### config.mk
export PLATFORM = sky130hd
export DESIGN_NAME = core_mem_port
export DESIGN_NICKNAME = d
export VERILOG_FILES = /design/src/rtl/mem_bus_pkg.sv /design/src/rtl/mem_port_timer.sv /design/src/rtl/core_mem_port.sv
export SDC_FILE = /design/constraint.sdc
export NUM_CORES = 1
export LEC_CHECK = 0
export BUFFER_PORTS_ARGS = -buffer_cell sky130_fd_sc_hd__buf_2
export CELL_PAD_IN_SITES_DETAIL_PLACEMENT = 0
export CELL_PAD_IN_SITES_GLOBAL_PLACEMENT = 1
export CORE_AREA = 5 5 113 115
export DETAILED_ROUTE_END_ITERATION = 7
export DIE_AREA = 0 0 118 120
export PLACE_DENSITY = 0.86
export SLEW_MARGIN = 20
export SYNTH_ARGS = -nofsm -noshare
export SYNTH_HDL_FRONTEND = slang
export SYNTH_SLANG_ARGS = --single-unit
### constraint.sdc
create_clock -name clk -period 4.65 [get_ports clk]
set_clock_uncertainty 0.1 [all_clocks]
set_input_delay 0.2325 -clock clk [delete_from_list [all_inputs] [get_ports clk]]
set_output_delay 0.2325 -clock clk [all_outputs]
set_load 0.03 [all_outputs]
### src/rtl/mem_bus_pkg.sv
// Shared definitions for the token-arbitrated block-RAM bus: port FSM
// encoding, RAM read latency and default widths.
package mem_bus_pkg;

  localparam int unsigned DEFAULT_ADDR_WID    = 32;
  localparam int unsigned DEFAULT_DATA_WID    = 32;
  localparam int unsigned DEFAULT_TIMEOUT_CYC = 64;

  // RAM data appears this many cycles after the address is on the bus
  localparam int unsigned RD_LAT = 1;

  typedef enum logic [1:0] {
    IDLE      = 2'd0,
    WAIT_SLOT = 2'd1,
    RD_DATA   = 2'd2,
    RESP      = 2'd3
  } port_state_e;

endpackage

### src/rtl/mem_port_timer.sv
// Slot-wait timeout counter for core_mem_port. Only instantiated when
// MEM_PORT_TIMEOUT_EN is defined.
module mem_port_timer #(
  parameter int unsigned TIMEOUT_CYC = 64
) (
  input  logic clk,
  input  logic rst,
  input  logic clear_i,
  input  logic tick_i,
  output logic expired_o
);

  localparam int unsigned CntW = $clog2(TIMEOUT_CYC + 1);

  logic [CntW-1:0] count_q;

  assign expired_o = (count_q == CntW'(TIMEOUT_CYC));

  // Count slot-less waiting cycles, holding at the limit once reached
  always_ff @(posedge clk or negedge rst) begin
    if (!rst) begin
      count_q <= '0;
    end else if (clear_i) begin
      count_q <= '0;
    end else if (tick_i && !expired_o) begin
      count_q <= count_q + 1'b1;
    end
  end

endmodule

### src/rtl/core_mem_port.sv
// Core-side initiator for the shared token-arbitrated block-RAM bus.
// Accepts one load/store, waits for this core's token slot (cpu_en), drives
// the bus for exactly that slot and returns a one-cycle response pulse.
// Bus outputs are zero whenever bus_oe is low so instances can be OR-combined.
// Optional build macro: MEM_PORT_TIMEOUT_EN adds a slot-wait timeout that
// abandons the request and flags rsp_err.
module core_mem_port
  import mem_bus_pkg::*;
#(
  parameter int unsigned ADDR_WID    = DEFAULT_ADDR_WID,
  parameter int unsigned DATA_WID    = DEFAULT_DATA_WID,
  parameter int unsigned TIMEOUT_CYC = DEFAULT_TIMEOUT_CYC
) (
  input  logic                clk,
  input  logic                rst,
  input  logic                req_valid,
  output logic                req_ready,
  input  logic                req_we,
  input  logic [ADDR_WID-1:0] req_addr,
  input  logic [DATA_WID-1:0] req_wdata,
  output logic                rsp_valid,
  output logic [DATA_WID-1:0] rsp_rdata,
  input  logic                cpu_en,
  output logic                bus_oe,
  output logic                bus_we,
  output logic [ADDR_WID-1:0] bus_addr,
  output logic [DATA_WID-1:0] bus_wdata,
  input  logic [DATA_WID-1:0] bus_rdata,
  output logic                rsp_err
);

  port_state_e         state_q, state_d;
  logic                we_q;
  logic [ADDR_WID-1:0] addr_q;
  logic [DATA_WID-1:0] wdata_q;
  logic [DATA_WID-1:0] rdata_q;
  logic                timeout;

`ifdef MEM_PORT_TIMEOUT_EN
  logic err_q;

  mem_port_timer #(
    .TIMEOUT_CYC(TIMEOUT_CYC)
  ) u_timer (
    .clk      (clk),
    .rst      (rst),
    .clear_i  (state_q != WAIT_SLOT),
    .tick_i   ((state_q == WAIT_SLOT) && !cpu_en),
    .expired_o(timeout)
  );

  // Remember whether the pending response is an abandoned request
  always_ff @(posedge clk or negedge rst) begin
    if (!rst) begin
      err_q <= 1'b0;
    end else if (state_q == WAIT_SLOT) begin
      err_q <= timeout;
    end
  end

  assign rsp_err = (state_q == RESP) && err_q;
`else
  logic [31:0] unusedTimeoutCyc;

  assign unusedTimeoutCyc = TIMEOUT_CYC;
  assign timeout          = 1'b0;
  assign rsp_err          = 1'b0;
`endif

  // State register
  always_ff @(posedge clk or negedge rst) begin
    if (!rst) begin
      state_q <= IDLE;
    end else begin
      state_q <= state_d;
    end
  end

  // Next-state and handshake/bus-enable decode; timeout beats a late grant
  always_comb begin
    state_d   = state_q;
    req_ready = 1'b0;
    rsp_valid = 1'b0;
    bus_oe    = 1'b0;
    case (state_q)
      IDLE: begin
        req_ready = 1'b1;
        if (req_valid) begin
          state_d = WAIT_SLOT;
        end
      end
      WAIT_SLOT: begin
        if (timeout) begin
          state_d = RESP;
        end else if (cpu_en) begin
          bus_oe  = 1'b1;
          state_d = we_q ? RESP : RD_DATA;
        end
      end
      RD_DATA: begin
        state_d = RESP;
      end
      RESP: begin
        rsp_valid = 1'b1;
        state_d   = IDLE;
      end
      default: begin
        state_d = IDLE;
      end
    endcase
  end

  assign bus_we    = bus_oe && we_q;
  assign bus_addr  = bus_oe ? addr_q : '0;
  assign bus_wdata = bus_oe ? wdata_q : '0;
  assign rsp_rdata = rdata_q;

  // Latch the request when it is accepted in IDLE
  always_ff @(posedge clk or negedge rst) begin
    if (!rst) begin
      we_q    <= 1'b0;
      addr_q  <= '0;
      wdata_q <= '0;
    end else if ((state_q == IDLE) && req_valid) begin
      we_q    <= req_we;
      addr_q  <= req_addr;
      wdata_q <= req_wdata;
    end
  end

  // Capture RAM read data the cycle after the load was issued
  always_ff @(posedge clk or negedge rst) begin
    if (!rst) begin
      rdata_q <= '0;
    end else if (state_q == RD_DATA) begin
      rdata_q <= bus_rdata;
    end
  end

endmodule

[Yosys cells after proc, flatten, opt, wreduce, memory -nomap -nowiden]
Index checks and enable logic that the tools add are counted.
Cells by class
  eq/ne operators: 5
  muxes and demuxes: 10
  reductions and logical operators: 4
Operator list (count)
  2-to-1 mux 32 bit: 2
  case mux 2 bit (4 select lines): 1
  2-to-1 mux 1 bit: 5
  equality test 2 bit, second input constant: 2
  2-to-1 mux 2 bit: 2
  != test 2 bit, second input constant: 2
  equality test 2 x 1 -> 1 bit, second input constant: 1
  logical AND 1 bit: 2
  logical NOT 2 bit: 1
  AND reduction 2 bit: 1
Storage, ports and cells
  bits in registers: 99
  bits of input ports: 101

[Longest topological paths before layout]
Gate-level depths: netlist (run 1).
  depth after elaboration: 3
  mapped depth: 6

[Least setup slack after synthesis (run 1)]
OpenSTA, ideal clock, no wires.
  path kind: flip-flop to flip-flop
  start point: reg state_q[0]
  end point: reg addr_q[0]
  arrival time: 1.610 ns
  required time: 4.425 ns
  setup slack: 2.815 ns
  cell stages (with the launch flop): 7
  path buffers: 2
  clock period less this slack: 1.835 ns
  cell sequence: dfrtp_1 > inv_1 > ha_1 > nand2_1 > buf_6 > buf_6 > mux2_4
Between the ends
  word-level cells in the longest chain between the ends: 2
RTL lines
  start, declared: line core_mem_port.sv:32  | port_state_e state_q, state_d;
  start signal, assigned: line core_mem_port.sv:75  | state_q <= state_d;
  logical NOT 2 bit: line core_mem_port.sv:124  | end else if ((state_q == IDLE) && req_valid) begin
  logical AND 1 bit: line core_mem_port.sv:124
  end signal, assigned: line core_mem_port.sv:126  | addr_q <= req_addr;
  end, declared: line core_mem_port.sv:34  | logic [ADDR_WID-1:0] addr_q;
No other way between the ends.
A chain may end at the register's enable or synchronous reset.

[Worst setup path in the final report (run 1)]
  start point: reg state_q[1]
  end point: out bus_wdata[28]
Between the ends
  word-level cells in the longest chain between the ends: 3
RTL lines
  equality test 2 x 1 -> 1 bit: line core_mem_port.sv:85  | case (state_q)
  2-to-1 mux 1 bit: line core_mem_port.sv:85
  2-to-1 mux 32 bit: line core_mem_port.sv:115  | assign bus_wdata = bus_oe ? wdata_q : '0;
  end, declared: line core_mem_port.sv:27  | output logic [DATA_WID-1:0] bus_wdata,
No other way between the ends.

==> results of run 1 <==
==> state kept, by name (all words and copies together) (netlist names) <==
name / flops
addr_q: 32
rsp_rdata: 32
state_q: 2
wdata_q: 32
we_q: 1
==> stage by stage <==
stage | setup WS [ns] | area [um2]
2_1_floorplan | 2.815 | 4405
3_3_place_gp | 2.452 | 5470
3_5_place_dp | 2.365 | 5470
4_1_cts | 1.997 | 5816
5_1_grt | 1.841 | 5824
6_report | 2.009 | 5824
==> layout by cell type (no fill, tap or decap) <==
cell type / netlist / routed
sky130_fd_sc_hd__buf_2: 5 / 199
sky130_fd_sc_hd__dfrtp_1: 99 / 99
sky130_fd_sc_hd__and3_1: 65 / 65
sky130_fd_sc_hd__mux2_2: 56 / 56
sky130_fd_sc_hd__mux2_4: 40 / 40
sky130_fd_sc_hd__clkbuf_16: 0 / 9
sky130_fd_sc_hd__inv_1: 4 / 4
sky130_fd_sc_hd__dlygate4sd3_1: 0 / 4
sky130_fd_sc_hd__ha_1: 4 / 3
sky130_fd_sc_hd__buf_4: 1 / 3
sky130_fd_sc_hd__mux2_1: 2 / 2
sky130_fd_sc_hd__nand2b_1: 2 / 2
sky130_fd_sc_hd__clkinv_2: 0 / 2
sky130_fd_sc_hd__clkbuf_8: 0 / 2
sky130_fd_sc_hd__nand2_8: 0 / 1
sky130_fd_sc_hd__a21oi_1: 1 / 1
sky130_fd_sc_hd__a221o_1: 1 / 1
sky130_fd_sc_hd__o21ai_0: 1 / 1
sky130_fd_sc_hd__a22o_1: 1 / 1
sky130_fd_sc_hd__and2_1: 1 / 1
sky130_fd_sc_hd__ha_2: 0 / 1
sky130_fd_sc_hd__conb_1: 1 / 1
sky130_fd_sc_hd__bufinv_16: 0 / 1
sky130_fd_sc_hd__clkinv_4: 0 / 1
sky130_fd_sc_hd__clkbuf_1: 13 / 1
==> area by class of cell <==
| type | count | area, um2 |
|---|---|---|
| flip-flops and latches | 99 | 2477 |
| fillers | 1071 | 5887 |
| well taps | 147 | 183.9 |
| clock buffers | 12 | 256.5 |
| multi-input cells | 176 | 1784 |
| inverters | 4 | 15.01 |
| repair buffers | 206 | 1059 |
| clock inverters | 4 | 48.80 |
==> report_power, final <==
group	switching (W)	internal [W]
clock	0.000307	0.000445
sequential	0.000220	0.00131
combinational	0.00101	0.000861
total	0.00153	0.00262
==> layer usage <==
layer,vias to the layer above,GRT usage [%],share of wire (%)
met5,-,0,0
met4,0,6.380,1.9
met3,14,5.372,8.4
met2,127,24.96,49
met1,1499,17.90,41
li1,1458,-,-
==> logic make-up (layout without fill, tap and decap cells) <==
family                   after synthesis  count (layout)  synth area share (%)
other                                  1               1               0.08512
adder cells (fa/ha/maj)                4               4                 1.136
multiplexers                          98              98                 28.46
AO/OA/AOI/OAI                          4               4                0.6531
AND/OR/NAND/NOR                       69              69                 9.742
flip-flops                            99              99                 56.23
buffers and inverters                 30             226                 3.692
==> worst max path at each step <==
| stage | slack [ns] | start | end |
|---|---|---|---|
| 2_1_floorplan | 2.81 | state_q[0]$_DFFE_PN0P_ | addr_q[0]$_DFFE_PN0P_ |
| 3_3_place_gp | 2.45 | state_q[0]$_DFFE_PN0P_ | wdata_q[4]$_DFFE_PN0P_ |
| 3_5_place_dp | 2.37 | state_q[0]$_DFFE_PN0P_ | addr_q[28]$_DFFE_PN0P_ |
| 4_1_cts | 2.00 | state_q[1]$_DFFE_PN0P_ | bus_wdata[18] |
| 5_1_grt | 1.84 | state_q[1]$_DFFE_PN0P_ | bus_wdata[28] |
| 6_report | 2.01 | state_q[1]$_DFFE_PN0P_ | bus_wdata[28] |
==> repair_timing <==
item,in CTS,in global routing
hold buffers,4,0
setup endpoints to repair,0,0
endpoints found under the hold margin,53,0
==> load_flow_metrics.sql, run 1 <==
INSERT INTO impl_metrics (metric_group, metric, value, unit) VALUES
('outcome', 'outcome', 'finished clean', ''),
('placed_design', 'place.detailed.hpwl', '7531', 'um'),
('synthesis', 'synth_top_area_cell', 'sky130_fd_sc_hd__dfrtp_1', ''),
('synthesis', 'area_of_the_mapped_netlist', '0.004405', 'mm2'),
('synthesis', 'synth_sequential_area_ratio', '56.23', '%'),
('setup_path', 'reg2reg_depth', '4', ''),
('global_route', 'overflow_left_after_global_routing', '0', ''),
('placed_design', 'place_congestion', '0.7246', ''),
('setup_path', 'worst_path_max_delay_cell', 'sky130_fd_sc_hd__ha_2', ''),
('setup_path', 'r2r-start', 'state_q[1]$_DFFE_PN0P_', ''),
('placed_design', 'place.port_buffers', '200', ''),
('global_route', 'initial_antenna_violation_count', '0', ''),
('die', 'pin_count', '202', ''),
('timing', 'slew_violations', '0', ''),
('cts', 'ctsResizeCount', '0', ''),
('power', 'max-vdd-ir-drop', '0.0003775', 'V'),
('cts', 'cts_tree', 'yes', ''),
('min_path', 'hp-class', 'input port to flip-flop', ''),
('setup_path', 'critical-path-max-stage-delay', '0.90', 'ns'),
('die', 'floorplan.die.height', '120', 'um'),
('min_path', 'worst_hold_startpoint', 'req_addr[4]', ''),
('layout', 'layout.cells.non_filler', '648', ''),
('setup_path', 'path_depth', '4', ''),
('synthesis', 'number_of_enable_type_register_cells_in_the_synthesized_netlist', '0', ''),
('power', 'power', '0.004150', 'W'),
('setup_path', 'crit_path_dat', '2.31', 'ns'),
('timing', 'whs', '0.01704', 'ns'),
('layout', 'num-nets-final', '601', ''),
('cts', 'clkTransAtPathRegs', '0.07', 'ns'),
('global_route', 'number_of_global_route_vias_before_repair', '3338', ''),
('layout', 'postLayoutCoreUtil', '49.73', '%'),
('detailed_routing', 'vias_per_cell', '4.781', ''),
('synthesis', 'ys_top_cells_by_area', 'sky130_fd_sc_hd__dfrtp_1 (56%), sky130_fd_sc_hd__mux2_2 (14%), sky130_fd_sc_hd__mux2_4 (14%), sky130_fd_sc_hd__and3_1 (9.2%), sky130_fd_sc_hd__buf_6 (1.3%)', ''),
('timing', 'max_slew_margin', '28.76', '%'),
('setup_path', 'critPathKind', 'flip-flop to output port', ''),
('cts', 'clock_tree.htree_level_count', '3', ''),
('synthesis', 'syn-num-nets', '410', ''),
('synthesis', 'post-synth-top-count-cell', 'sky130_fd_sc_hd__dfrtp_1', ''),
('setup_path', 'cp.required', '4.32', 'ns'),
('setup_path', 'reg2reg_to', 'state_q[1]$_DFFE_PN0P_', ''),
('cts', 'numCtsBuffers', '9', ''),
('layout', 'drive_gt1_share', '62.87', '%'),
('global_route', 'grt_max_degree', '70', ''),
('min_path', 'worstHoldEndpoint', 'addr_q[4]$_DFFE_PN0P_', ''),
('min_path', 'worstHoldPathCells', '2', ''),
('setup_path', 'crit_path_end_kind', 'output port', ''),
('cts', 'cts-root-buf', 'sky130_fd_sc_hd__clkbuf_16', ''),
('detailed_routing', 'antenna_left', '0', ''),
('timing', 'tightest_slew', '1.069', 'ns'),
('timing', 'min_period', '2.641', 'ns'),
('die', 'die_width', '118', 'um'),
('global_route', 'grt_first_pass_wirelength', '17180', 'um'),
('detailed_routing', 'average_routed_wire_per_standard_cell', '16.65', 'um'),
('synthesis', 'synth.distinct_cells', '20', ''),
('cts', 'maximum_buffer_depth_of_the_clock_tree', '2', ''),
('synthesis', 'most_frequent_cells_after_synthesis', 'sky130_fd_sc_hd__dfrtp_1 (99), sky130_fd_sc_hd__and3_1 (65), sky130_fd_sc_hd__mux2_2 (56)', ''),
('detailed_routing', 'drt_wl_total', '10790', 'um'),
('timing', 'max_freq', '0.3787', 'GHz'),
('synthesis', 'proportion_of_netlist_area_held_by_the_largest_area_contributor', '56.23', '%'),
('cts', 'clock_latency_late_sink', '0.34', 'ns'),
('flow_run', 'timing.max_cap.violations', '0', ''),
('setup_path', 'cp_top_family', 'adder cells', ''),
('global_route', 'grt.total_usage', '15.13', '%'),
('synthesis', 'ys_dominant_reg_cell', 'sky130_fd_sc_hd__dfrtp_1', ''),
('setup_path', 'timing.critical_path.fanout_max', '69', ''),
('die', 'coreArea', '0.01171', 'mm2'),
('detailed_routing', 'drt_iter0_drc', '118', ''),
('layout', 'synthToLayoutAreaGrowth', '32.21', '%'),
('power', 'power-per-cell-area', '712.5', 'mW/mm2'),
('detailed_routing', 'post-route-drc-count', '0', ''),
('synthesis', 'synth.ff_latch_count', '99', '');
(Power assumes the default switching activity.)
==> run 2: changes to the inputs <==
Settings changed: CORE_AREA 5 5 113 115 to 5 5 122 124, DIE_AREA 0 0 118 120 to 0 0 127 129, PLACE_DENSITY 0.86 to 0.78.
Clock period 4.65 ns to 2.3 ns, I/O delays scaled along.
==> run 2 against run 1 <==
Effect of this change:
- clock power is 100% higher
- flip-flop and latch count stayed put
- sequential power is 100% higher
- combinational power is 110% higher
- final cell count is 21% higher
- setup slack worse by 1.8 ns
- critical path depth is 1 higher
- cell area is 18% higher
- clock-buffer cell count is 3 lower
- via count is 12% higher
- critical path type unchanged
- critical endpoint is now bus_addr[2]
- largest cell class unchanged
==> load_flow_metrics.sql, run 2 (same netlist as run 1, synthesis figures left out) <==
INSERT INTO impl_metrics (metric_group, metric, value, unit) VALUES
('outcome', 'outcome', 'finished clean', ''),
('global_route', 'overflow_left_after_global_routing', '0', ''),
('detailed_routing', 'antenna_left', '0', ''),
('detailed_routing', 'average_routed_wire_per_standard_cell', '15.43', 'um'),
('cts', 'maximum_buffer_depth_of_the_clock_tree', '2', ''),
('cts', 'numCtsBuffers', '9', ''),
('placed_design', 'place_congestion', '0.7480', ''),
('cts', 'cts_sinks', '99', ''),
('min_path', 'hp-class', 'input port to async pin', ''),
('setup_path', 'crit_path_dat', '1.84', 'ns'),
('cts', 'postCtsSetupBuffers', '0', ''),
('global_route', 'number_of_global_route_vias_before_repair', '3811', ''),
('setup_path', 'critical-path-max-stage-delay', '0.42', 'ns'),
('setup_path', 'timing.critical_path.fanout_max', '17', ''),
('detailed_routing', 'drt_wl_total', '12050', 'um'),
('placed_design', 'place.detailed.hpwl', '8023', 'um'),
('die', 'pin_count', '202', ''),
('timing', 'max_freq', '0.4873', 'GHz'),
('timing', 'slew_violations', '0', ''),
('detailed_routing', 'drt_iter0_drc', '85', ''),
('cts', 'ctsResizeCount', '0', ''),
('timing', 'finalHoldViolations', '0', ''),
('die', 'die_area', '0.01638', 'mm2'),
('global_route', 'grt.total_usage', '14.64', '%'),
('detailed_routing', 'via_count', '3466', ''),
('cts', 'clkTransAtPathRegs', '0.07', 'ns'),
('global_route', 'grt_max_degree', '51', ''),
('layout', 'multiInputGateArea', '0.001775', 'mm2'),
('cts', 'clock_latency_late_sink', '0.34', 'ns'),
('global_route', 'grt_first_pass_wirelength', '19020', 'um'),
('setup_path', 'path_depth', '5', ''),
('setup_path', 'worst_path_max_delay_cell', 'sky130_fd_sc_hd__dfrtp_1', ''),
('layout', 'synthToLayoutAreaGrowth', '56.66', '%'),
('power', 'power-per-cell-area', '1244', 'mW/mm2'),
('detailed_routing', 'vias_per_cell', '4.438', ''),
('cts', 'cts-root-buf', 'sky130_fd_sc_hd__clkbuf_16', ''),
('setup_path', 'cp_cell_sequence', 'inv_1 > ha_2 > buf_4 > and3_1 > buf_2', ''),
('global_route', 'initial_antenna_violation_count', '0', ''),
('layout', 'layout_common_cells', 'sky130_fd_sc_hd__buf_2 (199), sky130_fd_sc_hd__dfrtp_1 (99), sky130_fd_sc_hd__dlygate4sd3_1 (98)', ''),
('layout', 'drive_gt1_share', '53.58', '%'),
('timing', 'min_period', '2.052', 'ns'),
('setup_path', 'path_buf_inv', '3', ''),
('setup_path', 'crit_path_end_kind', 'output port', ''),
('timing', 'timing.final.crit_share', '89.22', '%'),
('layout', 'fill_cells', '1156', ''),
('setup_path', 'cp_top_family', 'buffers and inverters', ''),
('layout', 'num-nets-final', '701', ''),
('die', 'fp-row-count', '43', ''),
('placed_design', 'place.port_buffers', '200', ''),
('setup_path', 'kind_of_start_point_of_the_critical_path', 'flip-flop', ''),
('die', 'coreArea', '0.01367', 'mm2'),
('timing', 'timing.final.setup_violations', '0', ''),
('layout', 'layout.cells.non_filler', '781', ''),
('power', 'max-vdd-ir-drop', '0.0005843', 'V'),
('setup_path', 'critPathKind', 'flip-flop to output port', ''),
('detailed_routing', 'post-route-drc-count', '0', ''),
('placed_design', 'dpl_cell_area', '0.005619', 'mm2'),
('layout', 'antenna-diode-count', '0', ''),
('power', 'p_leak', '3.733', 'nW'),
('layout', 'layout.cells.most_common', 'sky130_fd_sc_hd__buf_2', ''),
('layout', 'final_cell_area', '0.006902', 'mm2'),
('cts', 'cts_tree', 'yes', ''),
('die', 'initial_core_util', '32.24', '%'),
('cts', 'clock_tree.htree_level_count', '3', ''),
('timing', 'setup_repair_after_global_routing_missed_its_margin', 'no', ''),
('die', 'die_width', '127', 'um'),
('timing', 'finalSetupTns', '0', 'ns'),
('die', 'floorplan.die.height', '129', 'um'),
('setup_path', 'reg2reg_depth', '5', ''),
('detailed_routing', 'drtPass1Iterations', '4', ''),
('placed_design', 'place_inst', '667', ''),
('setup_path', 'cp.required', '2.09', 'ns'),
('power', 'power', '0.008583', 'W'),
('layout', 'sequential_standard_cell_area', '0.002477', 'mm2'),
('flow_run', 'timing.max_cap.violations', '0', ''),
('layout', 'postLayoutCoreUtil', '50.50', '%');
run 2: cell count changes in the layout (fill, tap and decap cells not counted):
cell                            before  now
sky130_fd_sc_hd__buf_12              0    5
sky130_fd_sc_hd__buf_4               3    4
sky130_fd_sc_hd__clkbuf_1            1    0
sky130_fd_sc_hd__clkbuf_8            2    0
sky130_fd_sc_hd__clkinv_2            2    1
sky130_fd_sc_hd__clkinv_4            1    2
sky130_fd_sc_hd__clkinvlp_4          0    2
sky130_fd_sc_hd__dlygate4sd3_1       4   98
sky130_fd_sc_hd__inv_6               0    1
sky130_fd_sc_hd__nand2_4             0    1
sky130_fd_sc_hd__nand2_8             1    0
run 2: power breakdown:
group / total [W] / switching [W] / leakage, nW / internal (W)
registers: 0.00308 / 0.000437 / 1.17 / 0.00265
logic: 0.00399 / 0.00208 / 2.43 / 0.00191
clock network: 0.00151 / 0.000658 / 0.142 / 0.000848
total: 0.00858 / 0.00318 / 3.73 / 0.00541
run 2: through the flow:
stage / worst slack [ns] / hold slack (ns)
floorplan: 0.4647 / -0.2806
global placement: 0.4917 / -0.1189
detailed placement: 0.4464 / -0.1124
CTS: 0.2056 / 0.05533
global route: 0.1092 / 0.08925
finish: 0.2480 / 0.08570
run 2: area by class of cell:
class	instances	share of cell area, %
Sequential cell	99	35.90
Multi-Input combinational cell	176	25.73
Clock buffer	9	3.263
Clock inverter	7	1.106
Timing Repair Buffer	306	30.53
Inverter	4	0.2175
Tap cell	180	3.263
run 2: worst register-to-register path: cells and delay by family (launching register included):
family | cells | cell delay (ns)
fa+ha+maj | 1 | 0.28
buf+inv | 2 | 0.35
flops | 1 | 0.40
mux | 1 | 0.37
simple gates | 1 | 0.25
run 2: layer usage:
layer  vias to the layer above  share of wire (%)  global-route usage (%)
met2                       140                 49                   24.94
met1                      1651                 41                   17.43
met5                         -                  0                       0
met3                        24                7.3                   4.234
met4                         0                2.1                   6.057
li1                       1651                  -                       -
run 2: repair_timing:
item | CTS | global route
hold buffers | 98 | 0
endpoints found under the setup margin | 0 | 0
endpoints found under the hold margin | 196 | 0
run 2: path summary, 6_finish.rpt:
path                                          startpoint                        to  slack [ns]
worst min-delay path                                 rst  rsp_rdata[2]$_DFFE_PN0N_        0.09
max in group asynchronous                            rst     addr_q[8]$_DFFE_PN0P_        1.31
min in group clk                               req_valid    state_q[1]$_DFFE_PN0P_        0.14
worst min register to register  rsp_rdata[5]$_DFFE_PN0N_  rsp_rdata[5]$_DFFE_PN0N_        0.39
worst max-delay path              state_q[1]$_DFFE_PN0P_               bus_addr[2]        0.25
worst max register to register    state_q[0]$_DFFE_PN0P_    addr_q[28]$_DFFE_PN0P_        0.44
==> run 3: changes to the inputs <==
Settings changed: CORE_AREA 5 5 122 124 to 5 5 128 130, DIE_AREA 0 0 127 129 to 0 0 133 135, PLACE_DENSITY 0.78 to 0.72.
==> run 3 against run 2 <==
Effect of this change:
- critical path depth is the same
- setup slack better by 0.039 ns
- sequential power about the same
- via count grew 2.4%
- sequential share of layout area about the same
==> load_flow_metrics.sql, run 3 (same netlist as run 1, synthesis figures left out) <==
INSERT INTO impl_metrics (metric_group, metric, value, unit) VALUES
('die', 'pin_count', '202', ''),
('power', 'max-vdd-ir-drop', '0.0004713', 'V'),
('cts', 'numCtsBuffers', '9', ''),
('setup_path', 'kind_of_start_point_of_the_critical_path', 'flip-flop', ''),
('setup_path', 'critical-path-max-stage-delay', '0.43', 'ns'),
('setup_path', 'cp_cell_sequence', 'inv_1 > ha_2 > buf_4 > and3_1 > buf_2', ''),
('detailed_routing', 'drt_wl_total', '12610', 'um'),
('detailed_routing', 'post-route-drc-count', '0', ''),
('setup_path', 'crit_path_end_kind', 'output port', ''),
('setup_path', 'crit_path_dat', '1.80', 'ns'),
('detailed_routing', 'drtPass1Iterations', '4', ''),
('layout', 'multiInputGateArea', '0.001775', 'mm2'),
('cts', 'cts_tree', 'yes', ''),
('timing', 'whs', '0.1668', 'ns'),
('layout', 'fill_cells', '1357', ''),
('layout', 'synthToLayoutAreaGrowth', '56.72', '%'),
('global_route', 'number_of_global_route_vias_before_repair', '4014', ''),
('placed_design', 'dpl_cell_area', '0.005604', 'mm2'),
('global_route', 'grt_max_degree', '55', ''),
('cts', 'cts-root-buf', 'sky130_fd_sc_hd__clkbuf_16', ''),
('min_path', 'hp-class', 'input port to flip-flop', ''),
('power', 'p_leak', '3.735', 'nW'),
('die', 'die_width', '133', 'um'),
('global_route', 'grt_use_met2', '24.46', '%'),
('cts', 'clock_latency_late_sink', '0.34', 'ns'),
('detailed_routing', 'via_count', '3549', ''),
('global_route', 'met1_usage', '16.56', '%'),
('global_route', 'grt.total_usage', '14.15', '%'),
('timing', 'timing.final.crit_share', '87.52', '%'),
('placed_design', 'place_congestion', '0.7249', ''),
('die', 'initial_core_util', '29.31', '%'),
('die', 'die_area', '0.01796', 'mm2'),
('flow_run', 'timing.max_cap.violations', '0', ''),
('die', 'fp-row-count', '45', ''),
('setup_path', 'critPathKind', 'flip-flop to output port', ''),
('timing', 'min_period', '2.013', 'ns'),
('timing', 'max_slew_margin', '52.41', '%'),
('layout', 'antenna-diode-count', '0', ''),
('global_route', 'use_met3', '3.279', '%'),
('setup_path', 'worst_path_max_delay_cell', 'sky130_fd_sc_hd__dfrtp_1', ''),
('timing', 'tightest_slew', '0.7139', 'ns'),
('layout', 'num-nets-final', '701', ''),
('detailed_routing', 'drt_iter0_drc', '91', ''),
('detailed_routing', 'average_routed_wire_per_standard_cell', '15.98', 'um'),
('timing', 'finalSetupTns', '0', 'ns'),
('global_route', 'gr-max-usage-layer', 'met2', ''),
('cts', 'ctsResizeCount', '0', ''),
('cts', 'cts_sinks', '99', ''),
('timing', 'finalHoldViolations', '0', ''),
('layout', 'drive_gt1_share', '53.41', '%'),
('timing', 'timing.final.setup_violations', '0', ''),
('setup_path', 'timing.critical_path.fanout_max', '38', ''),
('timing', 'setup_repair_after_global_routing_missed_its_margin', 'no', ''),
('cts', 'maximum_buffer_depth_of_the_clock_tree', '2', ''),
('layout', 'sequential_standard_cell_area', '0.002477', 'mm2'),
('placed_design', 'place.detailed.hpwl', '8312', 'um'),
('timing', 'max_freq', '0.4968', 'GHz'),
('layout', 'layout.cells.most_common', 'sky130_fd_sc_hd__buf_2', ''),
('cts', 'clock_tree.htree_level_count', '3', ''),
('setup_path', 'cp_top_family', 'buffers and inverters', ''),
('layout', 'final_cell_area', '0.006904', 'mm2'),
('global_route', 'initial_antenna_violation_count', '0', ''),
('global_route', 'overflow_left_after_global_routing', '0', ''),
('layout', 'layout_common_cells', 'sky130_fd_sc_hd__buf_2 (199), sky130_fd_sc_hd__dfrtp_1 (99), sky130_fd_sc_hd__dlygate4sd3_1 (98)', ''),
('detailed_routing', 'antenna_left', '0', ''),
('placed_design', 'place.port_buffers', '200', ''),
('detailed_routing', 'vias_per_cell', '4.498', ''),
('global_route', 'grt_first_pass_wirelength', '20510', 'um'),
('outcome', 'outcome', 'finished clean', ''),
('setup_path', 'path_buf_inv', '3', ''),
('die', 'floorplan.die.height', '135', 'um'),
('power', 'power-per-cell-area', '1255', 'mW/mm2'),
('timing', 'slew_violations', '0', ''),
('setup_path', 'cp.required', '2.09', 'ns'),
('die', 'coreArea', '0.01503', 'mm2'),
('cts', 'clkTransAtPathRegs', '0.07', 'ns');
==> run 3: worst register-to-register path: cells and delay by family (launching register included) <==
| kind | cells | cell delay (ns) |
|---|---|---|
| compound gates | 1 | 0.22 |
| fa+ha+maj | 1 | 0.17 |
| mux | 1 | 0.33 |
| flops | 1 | 0.43 |
| buf+inv | 2 | 0.40 |
==> run 3: cell type report <==
type	count	area share [%]
clock inverter	6	1.305
inverter	4	0.2175
clock buffer	10	3.316
tap	188	3.407
timing repair buffer	306	30.16
sequential	99	35.88
multi-input combinational	176	25.72
==> run 3: final timing paths <==
path | startpoint | to | slack, ns | depth (start not counted)
max | state_q[1]$_DFFE_PN0P_ | bus_wdata[0] | 0.29 | 5
min | req_valid | state_q[1]$_DFFE_PN0P_ | 0.17 | 4
max reg2reg | state_q[1]$_DFFE_PN0P_ | state_q[1]$_DFFE_PN0P_ | 0.53 | 5
min reg2reg | rsp_rdata[5]$_DFFE_PN0N_ | rsp_rdata[5]$_DFFE_PN0N_ | 0.39 | 1
max in group asynchronous | rst | addr_q[28]$_DFFE_PN0P_ | 1.14 | 3
min in group asynchronous | rst | rsp_rdata[10]$_DFFE_PN0N_ | 0.26 | 2
==> run 3: per-stage QoR <==
step	utilization [%]	worst slack, ns	std cells	power (W)
floorplan	-	0.4647	305	0.005959
detailed placement	37.28	0.5333	675	0.006995
global placement	37.28	0.6064	675	0.006876
CTS	45.93	0.2598	789	0.008797
finish	45.93	0.2870	789	0.008665
global route	45.93	0.1375	789	0.009187
==> run 3: repair_timing <==
| item | CTS | global route |
|---|---|---|
| buffers inserted | 0 | 0 |
| endpoints found under the hold margin | 150 | 0 |
| hold buffers | 98 | 0 |
| endpoints found under the setup margin | 0 | 0 |
==> run 3: routing by layer <==
metal	vias up	share of wire, %
met2	144	49
met4	0	3.1
met1	1719	42
met5	-	0
met3	32	5.8
li1	1654	-
==> run 3: power by group <==
part	internal, W	switching, W	leakage (nW)
Combinational	0.00189	0.00208	2.42
Sequential	0.00265	0.000440	1.17
Clock	0.000955	0.000650	0.153
